**src/rtl/t05_hdec_pkg.sv**
```systemverilog
// Shared types and constants for the Huffman decoder.
// Contents: FSM state enum, htree element field positions, child-field encodings.
package t05_hdec_pkg;

  localparam int unsigned ELEM_W  = 71;
  localparam int unsigned IDX_W   = 7;
  localparam int unsigned CHILD_W = 9;
  localparam int unsigned CHAR_W  = 8;

  localparam int unsigned LEAST1_MSB = 63;
  localparam int unsigned LEAST2_MSB = 54;
  localparam int unsigned SUM_FLAG   = 8;

  // Child encoding that marks an absent branch (sum flag set, payload 0x80).
  localparam logic [CHILD_W-1:0] NULL_NODE = 9'b110000000;

  typedef enum logic [2:0] {
    IDLE,
    FETCH,
    WAIT_BIT,
    EMIT,
    DONE,
    ERROR
  } hdec_state_e;

  // True when a child field points at another htree element.
  function automatic logic is_sum(input logic [CHILD_W-1:0] child);
    return child[SUM_FLAG];
  endfunction

endpackage

```
**src/rtl/t05_hdec_child_sel.sv**
```systemverilog
// Combinational child selection for one tree edge.
// Ports: least1/least2 - child fields of the current element; bit_sel - compressed bit
//        (0 = least1, 1 = least2); is_null_c / is_leaf_c - classification of the chosen
//        child; payload_c - leaf char or next element index in [6:0].
module t05_hdec_child_sel
  import t05_hdec_pkg::*;
(
  input  logic [CHILD_W-1:0] least1,
  input  logic [CHILD_W-1:0] least2,
  input  logic               bit_sel,
  output logic               is_null_c,
  output logic               is_leaf_c,
  output logic [CHAR_W-1:0]  payload_c
);

  logic [CHILD_W-1:0] child;

  always_comb begin
    child     = bit_sel ? least2 : least1;
    is_null_c = (child == NULL_NODE);
    is_leaf_c = !is_sum(child);
    payload_c = child[CHAR_W-1:0];
  end

endmodule

```
**src/rtl/t05_huffman_decoder.sv**
```systemverilog
// Huffman decoder: walks the SRAM-resident htree from max_index, one compressed bit per
// edge, and emits one 8-bit char per leaf reached.
// Ports: clk, rst (sync active-high); start/max_index/char_count launch a decode;
//        h_req/h_index/h_valid/h_element fetch htree elements; bit_in/bit_valid/bit_ready
//        take compressed bits; char_out/char_valid/char_ready deliver chars; done/error
//        are status levels.
// Config macro: HDEC_ROOT_CACHE_EN keeps the root element in a register so only the
//        first char of each start fetches the root.
module t05_huffman_decoder
  import t05_hdec_pkg::*;
#(
  parameter int unsigned CNT_W     = 16,
  parameter int unsigned MAX_DEPTH = 127
) (
  input  logic              clk,
  input  logic              rst,
  input  logic              start,
  input  logic [IDX_W-1:0]  max_index,
  input  logic [CNT_W-1:0]  char_count,
  output logic              h_req,
  output logic [IDX_W-1:0]  h_index,
  input  logic              h_valid,
  input  logic [ELEM_W-1:0] h_element,
  input  logic              bit_in,
  input  logic              bit_valid,
  output logic              bit_ready,
  output logic [CHAR_W-1:0] char_out,
  output logic              char_valid,
  input  logic              char_ready,
  output logic              done,
  output logic              error
);

  localparam int unsigned DEPTH_W = $clog2(MAX_DEPTH + 1);

  hdec_state_e        state_q, state_d;
  logic [IDX_W-1:0]   node_q, node_d;
  logic [IDX_W-1:0]   root_q, root_d;
  logic [DEPTH_W-1:0] depth_q, depth_d;
  logic [CNT_W-1:0]   left_q, left_d;
  logic [CHILD_W-1:0] l1_q, l1_d, l2_q, l2_d;
  logic [CHAR_W-1:0]  char_d;

  logic               h_req_d, bit_ready_d, char_valid_d, done_d, error_d;
  logic [IDX_W-1:0]   h_index_d;
  logic [CHAR_W-1:0]  char_out_d;

  logic               is_null_c, is_leaf_c;
  logic [CHAR_W-1:0]  payload_c;

`ifdef HDEC_ROOT_CACHE_EN
  logic [CHILD_W-1:0] rc_l1_q, rc_l1_d, rc_l2_q, rc_l2_d;
  logic               rc_vld_q, rc_vld_d;
`endif

  // Only the two child fields of an element matter here.
  logic unused_elem_bits;
  assign unused_elem_bits = ^{h_element[ELEM_W-1:LEAST1_MSB+1],
                              h_element[LEAST2_MSB-CHILD_W:0]};

  t05_hdec_child_sel u_child_sel (
    .least1    (l1_q),
    .least2    (l2_q),
    .bit_sel   (bit_in),
    .is_null_c (is_null_c),
    .is_leaf_c (is_leaf_c),
    .payload_c (payload_c)
  );

  // Next-state, datapath and registered-output values.
  always_comb begin
    state_d = state_q;
    node_d  = node_q;
    root_d  = root_q;
    depth_d = depth_q;
    left_d  = left_q;
    l1_d    = l1_q;
    l2_d    = l2_q;
    char_d  = char_out;
`ifdef HDEC_ROOT_CACHE_EN
    rc_l1_d  = rc_l1_q;
    rc_l2_d  = rc_l2_q;
    rc_vld_d = rc_vld_q;
`endif

    case (state_q)
      IDLE, DONE, ERROR: begin
        if (start) begin
          root_d  = max_index;
          node_d  = max_index;
          left_d  = char_count;
          depth_d = '0;
`ifdef HDEC_ROOT_CACHE_EN
          rc_vld_d = 1'b0;
`endif
          state_d = (char_count == '0) ? DONE : FETCH;
        end
      end

      FETCH: begin
        if (h_valid && h_req) begin
          l1_d    = h_element[LEAST1_MSB -: CHILD_W];
          l2_d    = h_element[LEAST2_MSB -: CHILD_W];
          state_d = WAIT_BIT;
`ifdef HDEC_ROOT_CACHE_EN
          // Depth 0 means this is the root fetch of the current char.
          if (depth_q == '0) begin
            rc_l1_d  = h_element[LEAST1_MSB -: CHILD_W];
            rc_l2_d  = h_element[LEAST2_MSB -: CHILD_W];
            rc_vld_d = 1'b1;
          end
`endif
        end
      end

      WAIT_BIT: begin
        if (bit_valid && bit_ready) begin
          depth_d = DEPTH_W'(depth_q + DEPTH_W'(1));
          if (is_null_c) begin
            state_d = ERROR;
          end else if (is_leaf_c) begin
            char_d  = payload_c;
            state_d = EMIT;
          end else if (depth_d == DEPTH_W'(MAX_DEPTH)) begin
            state_d = ERROR;
          end else begin
            node_d  = payload_c[IDX_W-1:0];
            state_d = FETCH;
          end
        end
      end

      EMIT: begin
        if (char_ready) begin
          depth_d = '0;
          left_d  = (left_q != '0) ? CNT_W'(left_q - CNT_W'(1)) : '0;
          if (left_q <= CNT_W'(1)) begin
            state_d = DONE;
          end else begin
            node_d  = root_q;
            state_d = FETCH;
`ifdef HDEC_ROOT_CACHE_EN
            if (rc_vld_q) begin
              l1_d    = rc_l1_q;
              l2_d    = rc_l2_q;
              state_d = WAIT_BIT;
            end
`endif
          end
        end
      end

      default: state_d = IDLE;
    endcase

    h_req_d      = (state_d == FETCH);
    h_index_d    = h_req_d ? node_d : '0;
    bit_ready_d  = (state_d == WAIT_BIT);
    char_valid_d = (state_d == EMIT);
    char_out_d   = char_valid_d ? char_d : '0;
    done_d       = (state_d == DONE);
    error_d      = (state_d == ERROR);
  end

  // State, datapath and output registers.
  always_ff @(posedge clk) begin
    if (rst) begin
      state_q    <= IDLE;
      node_q     <= '0;
      root_q     <= '0;
      depth_q    <= '0;
      left_q     <= '0;
      l1_q       <= '0;
      l2_q       <= '0;
      h_req      <= 1'b0;
      h_index    <= '0;
      bit_ready  <= 1'b0;
      char_out   <= '0;
      char_valid <= 1'b0;
      done       <= 1'b0;
      error      <= 1'b0;
`ifdef HDEC_ROOT_CACHE_EN
      rc_l1_q    <= '0;
      rc_l2_q    <= '0;
      rc_vld_q   <= 1'b0;
`endif
    end else begin
      state_q    <= state_d;
      node_q     <= node_d;
      root_q     <= root_d;
      depth_q    <= depth_d;
      left_q     <= left_d;
      l1_q       <= l1_d;
      l2_q       <= l2_d;
      h_req      <= h_req_d;
      h_index    <= h_index_d;
      bit_ready  <= bit_ready_d;
      char_out   <= char_out_d;
      char_valid <= char_valid_d;
      done       <= done_d;
      error      <= error_d;
`ifdef HDEC_ROOT_CACHE_EN
      rc_l1_q    <= rc_l1_d;
      rc_l2_q    <= rc_l2_d;
      rc_vld_q   <= rc_vld_d;
`endif
    end
  end

endmodule

```
**config.mk**
```make
export PLATFORM = sky130hd
export DESIGN_NAME = t05_huffman_decoder
export DESIGN_NICKNAME = d
export VERILOG_FILES = /design/src/rtl/t05_hdec_pkg.sv /design/src/rtl/t05_hdec_child_sel.sv /design/src/rtl/t05_huffman_decoder.sv
export SDC_FILE = /design/constraint.sdc
export NUM_CORES = 1
export LEC_CHECK = 0
export CAP_MARGIN = 20
export CORE_UTILIZATION = 48
export CTS_CLUSTER_DIAMETER = 50
export CTS_CLUSTER_SIZE = 8
export DETAILED_ROUTE_END_ITERATION = 8
export PLACE_DENSITY = 0.93
export SLEW_MARGIN = 40
export SYNTH_ARGS = -nofsm -noshare
export SYNTH_HDL_FRONTEND = slang
export SYNTH_SLANG_ARGS = --single-unit
```
**constraint.sdc**
```tcl
create_clock -name clk -period 3.2 [get_ports clk]
set_clock_uncertainty 0.1 [all_clocks]
set_input_delay 0.8 -clock clk [delete_from_list [all_inputs] [get_ports clk]]
set_output_delay 0.8 -clock clk [all_outputs]
set_load 0.005 [all_outputs]
```
==> results.ini <==
[drt]
viasPerCell = 6.22
postRouteWirelength_um = 11700
met2WireLength_um = 5640
topRoutingLayerUsed = met4
dr.pass1.iters = 5
drc = 0
drt_iter0_drc = 411
drt-met1-wl_um = 4690
postRouteAntennaNets = 0
route.met3.wl_um = 881
vias = 4363
avgRoutedWirePerCell_um = 16.6

[critical_path]
max_stage_delay_ns = 0.62
path_max_fanout = 9
cp_cell_sequence = clkdlybuf4s50_1, buf_4, mux2_4, a311o_1, a21oi_2, and2b_1, nand2_2, a211oi_1
worstPathArrival_ns = 3.14
cp.required_ns = 3.35
critPathSlowestCell = clkdlybuf4s50_1
worstSetupPathType = in -> reg
reg2reg_depth = 8
critPathLaunchType = primary input
endpoint_kind = flop

[cts]
clockBufferDepth = 2
path_clk_slew_ns = 0.08
cts_buffers = 9
cts_root_buf = clkbuf_8
ctsResizeCount = 0
htreeDepth = 3
hold_buffers = 0
cts_sinks = 78
clk_latency_ns = 0.35
cts_setup_buffers = 0
cts_tree = built

[placement]
io_buffers = 67
pre_cts_ws_ns = -0.0982
dpl.hpwl_um = 8370
gp_congestion = 0.866

[synthesis]
yosys-top-cells-area = dfxtp_1 38%, nand2_1 7.7%, a21oi_1 6.3%
ys_seq_elements = 78
synthCells = 529
ys.flop_type = dfxtp_1
ys_seq_area_share_pct = 37.6
synth_fp_nets = 635
synthesis.area_um2 = 4160
ys_types = 65
syn_area_per_cell_um2 = 7.85
yosysWarningCount = 0
async_flop_share_pct = 0
synth.largest_area_cell = dfxtp_1
synth-edff-count = 0
netlist.area_leader.share_pct = 37.6

[sta]
hold_viol = 0
worst_slack_ns = 0.210
setup_viol = 0
period_needed_ns = 2.99
worst_pin_slew_ns = 0.690
slew_viol_final = 0
setup-tns-final_ns = 0
max_freq_mhz = 334
period_share_pct = 93.4
slew_headroom_pct = 53.9
rsz0062_at_grt = no

[floorplanning]
die_w_um = 95.0
num_rows = 33
io_pins = 121
dieArea_um2 = 9030
coreArea_um2 = 8300
start_util_pct = 50.1
die_h_um = 95.0

[global_route]
overflow = 0
antenna_found_initial = 0
grt_max_degree = 38
grt_pass1_vias = 4126
grt_pass1_wl_um = 18900
grtUsageTotal_pct = 26.7

[power]
leakage_nw = 1.82
vdd_drop_max_mv = 0.340
p_per_area_nw_per_um2 = 444

[final_layout]
regArea_um2 = 1560
final_net_count = 698
layout-drive-gt1-share_pct = 8.71
antenna_cells = 0
multiInputGateArea_um2 = 2420
fill_cells = 667
syn2layout_area_growth_pct = 22.9

[worst_hold_path]
holdCritPathClass = reg -> reg
min_path_cells = 2

[outcome]
status = complete, no violations

[run]
cap_viol_max_count = 0

-- synth_stat cells (2+ instances only) --
cell type  number
nor2_1         58
dfxtp_1        78
a21oi_1        52
or4_1           2
nor3_1         26
nand3_1        11
buf_2           8
a32oi_1         2
a31oi_1         2
and2_1          5
nor4_1         23
a211oi_2        6
clkbuf_1       15
nand4_1         2
and3_1          5
ha_1            5
mux2i_1        15
a22oi_1        10
nand2b_1        9
buf_4           2
and4b_1         2
nor3b_1         2
inv_1           7
nor2b_1         7
o211ai_1        3
nand2_1        85
o21ai_0        33
a211oi_1       12
buf_6           3
a221oi_2        2
o31ai_1         3
-- metrics by stage --
step	hold WS, ns	total power [mW]	util, %	cells	instance area [um^2]
final	0.364	2.27	61.5	702	5110
after global routing	0.393	2.37	61.5	702	5110
after CTS	0.365	2.26	61.5	702	5110
after detailed placement	0.353	1.52	59.1	686	4910
after global placement	0.344	1.49	59.1	686	4910
after floorplan	0.337	1.35	-	529	4160
-- critical path, delay by kind of cell --
family	cells	cell delay, ns
AOI/OAI and AO/OA	3	0.84
buffers and inverters	2	0.81
muxes	1	0.35
and+or+nand+nor	2	0.33
-- final cells by class --
type	instances	area share [%]
clock buffers	10	2.50
clock inverters	6	1.40
inverters	7	0.514
multi-input cells	415	47.4
flip-flops and latches	78	30.6
well taps	105	2.57
repair buffers	81	15.1
-- cell families after synthesis --
kind of cell,count (synthesis),synth area share (%)
AND/OR/NAND/NOR,250,29.5
AO/OA/AOI/OAI,143,23.0
flip-flops,78,37.6
buffers and inverters,36,4.22
multiplexers,16,3.97
adder cells (fa/ha/maj),5,1.51
XOR/XNOR,1,0.211
-- worst paths after layout --
kind | startpoint | slack, ns | to
min | root_q[4]$_SDFFE_PP0P_ | 0.36 | root_q[4]$_SDFFE_PP0P_
max reg2reg | left_q[0]$_SDFFE_PP0P_ | 0.49 | h_index[6]$_SDFF_PP0_
min reg2reg | root_q[4]$_SDFFE_PP0P_ | 0.36 | root_q[4]$_SDFFE_PP0P_
max | bit_in | 0.21 | char_out[1]$_SDFFE_PP0P_
-- report_power, final --
part / switching, mW / internal (mW) / total [mW]
Combinational: 0.252 / 0.197 / 0.448
Clock: 0.385 / 0.366 / 0.751
Sequential: 0.0500 / 1.02 / 1.07
Total: 0.687 / 1.58 / 2.27
-- sequential cells by signal, summed over array words and instances, names as in the netlist, 3 cells and up --
signal    count
left_q       16
l1_q          9
l2_q          9
char_out      8
depth_q       7
h_index       7
node_q        7
root_q        7
state_q       3
-- routing by layer --
layer,GRT usage (%),vias up
li1,-,2049
met1,32.1,2023
met2,44.5,242
met3,5.50,49
met4,15.0,0
met5,0,-
-- cells in the final DEF, fill, tap and decap left out, types with 5 or more instances in the layout --
| master | Yosys | layout |
|---|---|---|
| buf_4 | 2 | 14 |
| clkdlybuf4s50_1 | 0 | 66 |
| o21ai_0 | 33 | 33 |
| nor2b_1 | 7 | 7 |
| mux2i_1 | 15 | 15 |
| a211oi_2 | 6 | 6 |
| nor3_1 | 26 | 26 |
| nand2b_1 | 9 | 9 |
| nand3_1 | 11 | 11 |
| and3_1 | 5 | 5 |
| a211oi_1 | 12 | 12 |
| nor4_1 | 23 | 23 |
| clkbuf_8 | 0 | 9 |
| inv_1 | 7 | 7 |
| and2_1 | 5 | 5 |
| nand2_1 | 85 | 85 |
| dfxtp_1 | 78 | 78 |
| a22oi_1 | 10 | 10 |
| ha_1 | 5 | 5 |
| a21oi_1 | 52 | 52 |
| nor2_1 | 58 | 58 |
No activity file was read; power rests on OpenSTA's default activity.
